===== config.mk =====
export PLATFORM = sky130hd
export DESIGN_NAME = cpu_translator
export DESIGN_NICKNAME = d
export VERILOG_FILES = /design/src/rtl/cpu_translator.sv
export SDC_FILE = /design/constraint.sdc
export NUM_CORES = 1
export LEC_CHECK = 0
export ABC_AREA = 1
export BUFFER_PORTS_ARGS = -buffer_cell sky130_fd_sc_hd__buf_2
export CAP_MARGIN = 15
export CORE_MARGIN = 2
export CORE_UTILIZATION = 35
export DETAILED_ROUTE_END_ITERATION = 7
export SKIP_CTS_REPAIR_TIMING = 1
export SYNTH_ARGS = -nofsm -noshare
export SYNTH_HDL_FRONTEND = slang
export SYNTH_SLANG_ARGS = --single-unit
export TNS_END_PERCENT = 10

===== constraint.sdc =====
create_clock -name clk -period 3 [get_ports clk]
set_input_delay 0.3 -clock clk [delete_from_list [all_inputs] [get_ports clk]]
set_output_delay 0.3 -clock clk [all_outputs]
set_load 0.01 [all_outputs]

===== src/rtl/cpu_translator.sv =====
// rtl/cpu_translator.sv - AXI4-Lite slave to single shared core request/response port
//
// Purpose: independent write (AW/W/B) and read (AR/R) FSMs feed one core
// request port with at most one core transaction outstanding. When both
// FSMs want the port at the same time, the write is granted first.
//
// Optional feature macro: CPU_TRANSLATOR_ALIGN_CHECK_EN
//   defined   - addresses with addr[1:0]!=0 are not issued; SLVERR is returned
//               one cycle after entering ISSUE (read data 0)
//   undefined - all addresses are forwarded unchanged
//
// Ports:
//   clk, rst_n               clock; asynchronous reset, asserted when rst_n=1
//   s_aw*, s_w*, s_b*        AXI4-Lite write address / data / response
//   s_ar*, s_r*              AXI4-Lite read address / data
//   core_req_*               shared core request (valid/ready, we, addr, wdata, wstrb)
//   core_resp_*              single-cycle core response pulse
//   dbg_w_state, dbg_r_state FSM state encodings
module cpu_translator #(
  parameter int ADDR_WIDTH = 32,
  parameter int DATA_WIDTH = 32
) (
  input  logic                    clk,
  input  logic                    rst_n,
  input  logic [ADDR_WIDTH-1:0]   s_awaddr,
  input  logic                    s_awvalid,
  output logic                    s_awready,
  input  logic [DATA_WIDTH-1:0]   s_wdata,
  input  logic [DATA_WIDTH/8-1:0] s_wstrb,
  input  logic                    s_wvalid,
  output logic                    s_wready,
  output logic [1:0]              s_bresp,
  output logic                    s_bvalid,
  input  logic                    s_bready,
  input  logic [ADDR_WIDTH-1:0]   s_araddr,
  input  logic                    s_arvalid,
  output logic                    s_arready,
  output logic [DATA_WIDTH-1:0]   s_rdata,
  output logic [1:0]              s_rresp,
  output logic                    s_rvalid,
  input  logic                    s_rready,
  output logic                    core_req_valid,
  input  logic                    core_req_ready,
  output logic                    core_req_we,
  output logic [ADDR_WIDTH-1:0]   core_req_addr,
  output logic [DATA_WIDTH-1:0]   core_req_wdata,
  output logic [DATA_WIDTH/8-1:0] core_req_wstrb,
  input  logic                    core_resp_valid,
  input  logic                    core_resp_is_write,
  input  logic [DATA_WIDTH-1:0]   core_resp_rdata,
  input  logic [1:0]              core_resp_resp,
  output logic [2:0]              dbg_w_state,
  output logic [1:0]              dbg_r_state
);

  localparam int STRB_WIDTH = DATA_WIDTH / 8;

  typedef enum logic [2:0] {
    W_IDLE   = 3'd0,
    W_GOT_AW = 3'd1,
    W_GOT_W  = 3'd2,
    W_ISSUE  = 3'd3,
    W_WAIT   = 3'd4,
    W_BRESP  = 3'd5
  } w_state_t;

  typedef enum logic [1:0] {
    R_IDLE  = 2'd0,
    R_ISSUE = 2'd1,
    R_WAIT  = 2'd2,
    R_RESP  = 2'd3
  } r_state_t;

  w_state_t w_state, w_next;
  r_state_t r_state, r_next;

  logic [ADDR_WIDTH-1:0] aw_addr_q;
  logic [DATA_WIDTH-1:0] w_data_q;
  logic [STRB_WIDTH-1:0] w_strb_q;
  logic [ADDR_WIDTH-1:0] ar_addr_q;
  logic [1:0]            bresp_q;
  logic [DATA_WIDTH-1:0] rdata_q;
  logic [1:0]            rresp_q;
  logic                  core_busy;
  logic                  busy_we;
  // Once a request is presented but not accepted, the grant is frozen so a
  // later-arriving write cannot swap the payload under a stalled read.
  logic                  lock_valid;
  logic                  lock_we;

  logic aw_hs, w_hs, ar_hs;
  logic w_misalign, r_misalign;
  logic w_want, r_want, sel_we, issue_hs;
  logic resp_w, resp_r;

`ifdef CPU_TRANSLATOR_ALIGN_CHECK_EN
  assign w_misalign = (aw_addr_q[1:0] != 2'b00);
  assign r_misalign = (ar_addr_q[1:0] != 2'b00);
`else
  assign w_misalign = 1'b0;
  assign r_misalign = 1'b0;
`endif

  // Readies are state decodes only; held low while reset is asserted.
  assign s_awready = !rst_n && ((w_state == W_IDLE) || (w_state == W_GOT_W));
  assign s_wready  = !rst_n && ((w_state == W_IDLE) || (w_state == W_GOT_AW));
  assign s_arready = !rst_n && (r_state == R_IDLE);

  assign aw_hs = s_awvalid && s_awready;
  assign w_hs  = s_wvalid && s_wready;
  assign ar_hs = s_arvalid && s_arready;

  assign w_want = (w_state == W_ISSUE) && !w_misalign;
  assign r_want = (r_state == R_ISSUE) && !r_misalign;
  assign sel_we = lock_valid ? lock_we : w_want;

  assign core_req_valid = !core_busy && (w_want || r_want);
  assign core_req_we    = sel_we;
  assign core_req_addr  = sel_we ? aw_addr_q : ar_addr_q;
  assign core_req_wdata = sel_we ? w_data_q : '0;
  assign core_req_wstrb = sel_we ? w_strb_q : '0;
  assign issue_hs       = core_req_valid && core_req_ready;

  // Responses count only if they match the type of the outstanding request.
  assign resp_w = core_resp_valid && core_busy && busy_we && core_resp_is_write;
  assign resp_r = core_resp_valid && core_busy && !busy_we && !core_resp_is_write;

  assign s_bvalid    = (w_state == W_BRESP);
  assign s_bresp     = bresp_q;
  assign s_rvalid    = (r_state == R_RESP);
  assign s_rdata     = rdata_q;
  assign s_rresp     = rresp_q;
  assign dbg_w_state = w_state;
  assign dbg_r_state = r_state;

  always_comb begin
    w_next = w_state;
    case (w_state)
      W_IDLE: begin
        if (aw_hs && w_hs) w_next = W_ISSUE;
        else if (aw_hs)    w_next = W_GOT_AW;
        else if (w_hs)     w_next = W_GOT_W;
      end
      W_GOT_AW: if (w_hs)  w_next = W_ISSUE;
      W_GOT_W:  if (aw_hs) w_next = W_ISSUE;
      W_ISSUE: begin
        if (w_misalign)             w_next = W_BRESP;
        else if (issue_hs && sel_we) w_next = W_WAIT;
      end
      W_WAIT:  if (resp_w)   w_next = W_BRESP;
      W_BRESP: if (s_bready) w_next = W_IDLE;
      default: w_next = W_IDLE;
    endcase
  end

  always_comb begin
    r_next = r_state;
    case (r_state)
      R_IDLE: if (ar_hs) r_next = R_ISSUE;
      R_ISSUE: begin
        if (r_misalign)               r_next = R_RESP;
        else if (issue_hs && !sel_we) r_next = R_WAIT;
      end
      R_WAIT: if (resp_r)   r_next = R_RESP;
      R_RESP: if (s_rready) r_next = R_IDLE;
      default: r_next = R_IDLE;
    endcase
  end

  always_ff @(posedge clk or posedge rst_n) begin
    if (rst_n) begin
      w_state    <= W_IDLE;
      r_state    <= R_IDLE;
      aw_addr_q  <= '0;
      w_data_q   <= '0;
      w_strb_q   <= '0;
      ar_addr_q  <= '0;
      bresp_q    <= 2'b00;
      rdata_q    <= '0;
      rresp_q    <= 2'b00;
      core_busy  <= 1'b0;
      busy_we    <= 1'b0;
      lock_valid <= 1'b0;
      lock_we    <= 1'b0;
    end else begin
      w_state <= w_next;
      r_state <= r_next;

      if (aw_hs) aw_addr_q <= s_awaddr;
      if (w_hs) begin
        w_data_q <= s_wdata;
        w_strb_q <= s_wstrb;
      end
      if (ar_hs) ar_addr_q <= s_araddr;

      if (resp_w)
        bresp_q <= core_resp_resp;
      else if ((w_state == W_ISSUE) && w_misalign)
        bresp_q <= 2'b10;

      if (resp_r) begin
        rdata_q <= core_resp_rdata;
        rresp_q <= core_resp_resp;
      end else if ((r_state == R_ISSUE) && r_misalign) begin
        rdata_q <= '0;
        rresp_q <= 2'b10;
      end

      if (issue_hs) begin
        core_busy <= 1'b1;
        busy_we   <= sel_we;
      end else if (resp_w || resp_r) begin
        core_busy <= 1'b0;
      end

      if (core_req_valid && !core_req_ready) begin
        lock_valid <= 1'b1;
        lock_we    <= sel_we;
      end else begin
        lock_valid <= 1'b0;
      end
    end
  end

endmodule


# Word-level counts from Yosys, hierarchy flattened
# Index checks and enable logic that the tools add are counted.
# word_totals
regBits,145
latch_bits,0
ramBits,0
romBits,0
input_bits,144
out_inout_bits,116
elab_cells,84
mem_count,0
# classes
n_addsub,0
n_mul,0
div_mod_pow,0
n_lt_le_gt_ge,0
eq_ne,18
shifts,0
muxes,21
n_bitwise,0
n_reduce_logical,32
# op_table
operator,n
$mux 32,2
$mux 3,8
$pmux 3 s6,1
$logic_and 1x1->1,17
$ne 2x2->1 const B,5
$mux 2,4
$ne 2x1->1 const B,4
$pmux 2 s4,1
$eq 3x2->1 const B,2
$eq 3x3->1 const B,2
$logic_not 1->1,6
$reduce_and 6->1,1
$eq 2x2->1 const B,2
$logic_or 1x1->1,4
$mux 1,4
$mux 4,1
$ne 4x3->1 const B,1
$reduce_and 4->1,1
$eq 3x1->1 const B,1
$logic_not 3->1,1
$eq 2x1->1 const B,1
$logic_not 2->1,1
$reduce_bool 2->1,1

# Logic depth before layout (Yosys ltp)
# depth
ltp_word,8
ltp_mapped,10
mapped_depth_nobuf,9

# Least setup slack after synthesis
# Ideal clock, no wire load.
# synth_path
path_kind,input-to-reg
startpoint,input rst_n
endpoint,register r_state[0] (netlist: dbg_r_state[0])
setup_time_ns,0.117
t_arrival_ns,2.852
required_ns,2.883
path_slack_ns,0.031
cell_stages,8
path_buffers,1
path_cell_list,inv_2 and3_1 buf_2 nor2_1 nor2_1 nand2_1 nand2_1 nand2_1
# synth_via
elab_chain_cells,5
# synth_lines
item,line_no,text
from (decl),24,"input logic rst_n,"
$logic_not 1->1 (no line),-,
$logic_and 1x1->1,107,assign s_arready = !rst_n && (r_state == R_IDLE);
$logic_and 1x1->1,111,assign ar_hs = s_arvalid && s_arready;
$ne 2x2->1 (no line),-,
$reduce_and 4->1 (no line),-,
to (signal assigned),187,r_state <= r_next;
to (decl),75,"r_state_t r_state, r_next;"
# Every way passes these cells.
# A chain may end at the register's enable or synchronous reset.

# Worst setup path after layout
# layout_path
startpoint,register w_state[1] (netlist: dbg_w_state[1])
endpoint,output core_req_addr[30]
# layout_via
elab_chain_cells,3
# layout_lines
item,line_no,text
from (decl),74,"w_state_t w_state, w_next;"
from (signal assigned),186,w_state <= w_next;
$eq 3x2->1,113,assign w_want = (w_state == W_ISSUE) && !w_misalign;
$mux 1,115,assign sel_we = lock_valid ? lock_we : w_want;
$mux 32,119,assign core_req_addr = sel_we ? aw_addr_q : ar_addr_q;
to (decl),45,"output logic [ADDR_WIDTH-1:0] core_req_addr,"
# Every way passes these cells.

==> flow_results.xml <==
<?xml version="1.0" encoding="UTF-8"?>
<metrics>
  <group name="clock_network">
    <metric name="ctsRootBufferMaster" unit="">sky130_fd_sc_hd__clkbuf_16</metric>
    <metric name="cts_htree_levels" unit="">4</metric>
    <metric name="tritoncts_num_sinks" unit="">145</metric>
    <metric name="clock_network_latency_to_the_later_pin_of_the_worst_skew_pair" unit="ns">0.40</metric>
    <metric name="clock_tree_buffer_depth" unit="">2</metric>
    <metric name="cts.clk_slew.worst_paths" unit="ns">0.06</metric>
    <metric name="cts_tree" unit="">yes</metric>
    <metric name="numCtsBuffers" unit="">17</metric>
  </group>
  <group name="logic_synthesis">
    <metric name="mappedNetlistArea" unit="um^2">6560</metric>
    <metric name="yosysUniqueCellTypes" unit="">31</metric>
    <metric name="count_of_mapped_cells_out_of_synthesis" unit="">754</metric>
    <metric name="yosysWarnings" unit="">0</metric>
    <metric name="ys_dominant_reg_cell" unit="">sky130_fd_sc_hd__dfrtp_1</metric>
    <metric name="async_flop_share" unit="%">100</metric>
    <metric name="synthesis.area_per_instance" unit="um^2">8.70</metric>
    <metric name="synth_sequential_area_ratio" unit="%">55.3</metric>
    <metric name="yosys_register_bits" unit="">145</metric>
    <metric name="number_of_synthesized_flops_with_an_enable_pin" unit="">0</metric>
    <metric name="mappedNetlistNets" unit="">903</metric>
  </group>
  <group name="critical_path">
    <metric name="rrSetupSlack" unit="ns">1.07</metric>
    <metric name="r2r.worst_path.cells" unit="">6</metric>
    <metric name="worstSetupEndpointType" unit="">primary output</metric>
    <metric name="critical_path.reg2reg.endpoint" unit="">ar_addr_q[27]</metric>
    <metric name="crit_arrival" unit="ns">2.17</metric>
    <metric name="worstPathMaxFanout" unit="">70</metric>
    <metric name="worst-setup-path-type" unit="">flop to primary output</metric>
    <metric name="cp-start-kind" unit="">flop</metric>
    <metric name="r2r_start" unit="">dbg_r_state[0]</metric>
    <metric name="cp.required" unit="ns">2.70</metric>
  </group>
  <group name="sta">
    <metric name="slew_of_the_pin_with_the_lowest_slew_margin" unit="ns">0.855</metric>
    <metric name="slew_viol_final" unit="">0</metric>
    <metric name="rsz0062_at_grt" unit="">no</metric>
    <metric name="clock.fmax" unit="GHz">0.405</metric>
    <metric name="final_hold_viol_count" unit="">0</metric>
    <metric name="post-route-min-period" unit="ns">2.47</metric>
    <metric name="slew_headroom" unit="%">43.0</metric>
    <metric name="clock-skew-final" unit="ns">0.00452</metric>
    <metric name="final.setup.tns" unit="ns">0</metric>
    <metric name="setup_viol_count_final" unit="">0</metric>
    <metric name="timing.final.crit_share" unit="%">82.3</metric>
  </group>
  <group name="worst_hold_path">
    <metric name="holdCritStartpoint" unit="">core_resp_rdata[11]</metric>
    <metric name="holdCritPathClass" unit="">primary input to flop</metric>
    <metric name="min_delay_worst_endpoint" unit="">s_rdata[11]</metric>
    <metric name="instance_count_along_the_most_critical_hold_path" unit="">3</metric>
  </group>
  <group name="global_routing">
    <metric name="antenna_found_initial" unit="">0</metric>
    <metric name="grt_pass1_wl" unit="um">27200</metric>
    <metric name="grt_util_all_layers" unit="%">17.4</metric>
    <metric name="maximum_number_of_pins_on_one_net_before_global_route_repair" unit="">71</metric>
    <metric name="grt_pass1_vias" unit="">5418</metric>
    <metric name="gr-total-overflow" unit="">0</metric>
  </group>
  <group name="routing">
    <metric name="via_per_inst" unit="">4.40</metric>
    <metric name="detail-route-antenna-nets" unit="">0</metric>
    <metric name="number_of_violations_reported_at_the_end_of_detailed_routing_iteration_0" unit="">253</metric>
    <metric name="wire_per_inst" unit="um">13.3</metric>
    <metric name="drc" unit="">0</metric>
    <metric name="route.vias.total" unit="">5517</metric>
    <metric name="drt_wl_total" unit="um">16700</metric>
    <metric name="drt_pass1_iterations" unit="">4</metric>
  </group>
  <group name="final_layout">
    <metric name="design_area" unit="um^2">8690</metric>
    <metric name="final_layout_net_count" unit="">1156</metric>
    <metric name="final_cells" unit="">1254</metric>
    <metric name="final_util" unit="%">46.9</metric>
    <metric name="areaGrowthSynthToFinish" unit="%">32.4</metric>
    <metric name="mostFrequentLayoutCell" unit="">sky130_fd_sc_hd__nand2_1</metric>
    <metric name="layout_common_cells" unit="">366 x sky130_fd_sc_hd__nand2_1, 259 x sky130_fd_sc_hd__buf_2, 145 x sky130_fd_sc_hd__dfrtp_1, 51 x sky130_fd_sc_hd__inv_1, 46 x sky130_fd_sc_hd__nor2_1</metric>
    <metric name="drive_gt1_share" unit="%">33.9</metric>
  </group>
  <group name="die">
    <metric name="die_x" unit="um">141</metric>
    <metric name="std_cell_rows" unit="">50</metric>
    <metric name="floorplan.io_pins" unit="">260</metric>
    <metric name="dieHeight" unit="um">141</metric>
    <metric name="start_util" unit="%">35.4</metric>
    <metric name="coreArea" unit="um^2">18500</metric>
    <metric name="die_area" unit="um^2">19900</metric>
  </group>
  <group name="power">
    <metric name="design_power_total" unit="mW">9.46</metric>
    <metric name="power.ir.vdd_worst" unit="mV">0.431</metric>
    <metric name="power.density" unit="nW/um^2">1090</metric>
    <metric name="p_leak" unit="nW">5.02</metric>
  </group>
  <group name="run">
    <metric name="max_cap_viol_count" unit="">0</metric>
  </group>
  <group name="placement">
    <metric name="globalplace.congestion" unit="">0.787</metric>
    <metric name="dpl.cell_count" unit="">1221</metric>
    <metric name="placedInstanceArea" unit="um^2">7980</metric>
    <metric name="port_buffers" unit="">259</metric>
    <metric name="place.detailed.hpwl" unit="um">11800</metric>
  </group>
  <group name="outcome">
    <metric name="status" unit="">finished, final reports clean</metric>
  </group>
</metrics>
-- cells in the mapped netlist, types with 3 or more instances --
master	number	area [um^2]
sky130_fd_sc_hd__buf_2	17	85.1
sky130_fd_sc_hd__buf_4	4	30.0
sky130_fd_sc_hd__buf_6	10	113
sky130_fd_sc_hd__clkbuf_1	4	15.0
sky130_fd_sc_hd__dfrtp_1	145	3630
sky130_fd_sc_hd__ha_1	5	62.6
sky130_fd_sc_hd__inv_1	52	195
sky130_fd_sc_hd__inv_2	3	11.3
sky130_fd_sc_hd__mux2_4	30	450
sky130_fd_sc_hd__nand2_1	366	1370
sky130_fd_sc_hd__nand3_1	9	45.0
sky130_fd_sc_hd__nor2_1	46	173
sky130_fd_sc_hd__o21ai_0	39	195
-- critical path: stages (launching register included) --
cell and delay, ns:
sky130_fd_sc_hd__dfrtp_1 0.48, sky130_fd_sc_hd__nand2_1 0.12, sky130_fd_sc_hd__nor2_1 0.06, sky130_fd_sc_hd__nand2_1 0.11
sky130_fd_sc_hd__nand2_4 0.06, sky130_fd_sc_hd__inv_4 0.51, sky130_fd_sc_hd__nand2_1 0.16, sky130_fd_sc_hd__nand2_1 0.09
sky130_fd_sc_hd__buf_2 0.12
-- layout make-up --
class                           count  area, um^2
Antenna cell                        1        2.50
Inverter                           57         221
Multi-Input combinational cell    517        2470
Clock buffer                       19         443
Fill cell                        1819        9830
Tap cell                          234         293
Clock inverter                     12         253
Sequential cell                   145        3630
Timing Repair Buffer              269        1370
-- routing by layer --
layer / wire, um / vias up / global-route usage (%)
met5: 0 / - / 0
li1: - / 2813 / -
met3: 1210 / 7 / 5.57
met2: 7530 / 190 / 27.0
met4: 134 / 0 / 4.05
met1: 7840 / 2507 / 23.8
-- power breakdown --
part / leakage (nW) / switching (mW) / total [mW] / internal (mW)
logic: 2.90 / 2.07 / 3.57 / 1.51
clock network: 0.335 / 0.817 / 2.49 / 1.67
registers: 1.78 / 0.486 / 3.39 / 2.91
total: 5.02 / 3.37 / 9.46 / 6.09
-- stage by stage --
step	hold slack (ns)	setup WS, ns
global placement	0.304	0.951
global route	0.0714	0.247
CTS	-0.132	0.482
floorplan	0.410	0.0310
detailed placement	0.312	0.931
finish	0.0878	0.532
-- flip-flops by register name, summed over array words and instances, names as in the netlist --
name	flops
s_rdata	32
busy_we	1
w_data_q	32
s_rresp	2
lock_valid	1
s_bresp	2
dbg_w_state	3
ar_addr_q	32
aw_addr_q	32
dbg_r_state	2
lock_we	1
core_busy	1
w_strb_q	4
-- cell families after synthesis --
logic type                 Yosys count  share of synthesized area, %
and+or+nand+nor                    436                          26.0
DFF                                145                          55.3
buffers and inverters               92                          7.00
AOI/OAI and AO/OA                   44                          3.55
muxes                               32                          7.21
adders and majority gates            5                         0.954
-- worst max path at each step --
stage          slack [ns]  depth (start not counted)      startpoint           endpoint
6_report             0.53                          8  dbg_w_state[1]  core_req_addr[30]
5_1_grt              0.25                          8  dbg_w_state[1]  core_req_addr[30]
4_1_cts              0.48                          8  dbg_w_state[1]  core_req_addr[30]
3_5_place_dp         0.93                          8  dbg_w_state[1]  core_req_addr[30]
3_3_place_gp         0.95                          8  dbg_w_state[1]  core_req_addr[12]
2_1_floorplan        0.03                          8           rst_n     dbg_r_state[0]
(Power assumes the default switching activity.)
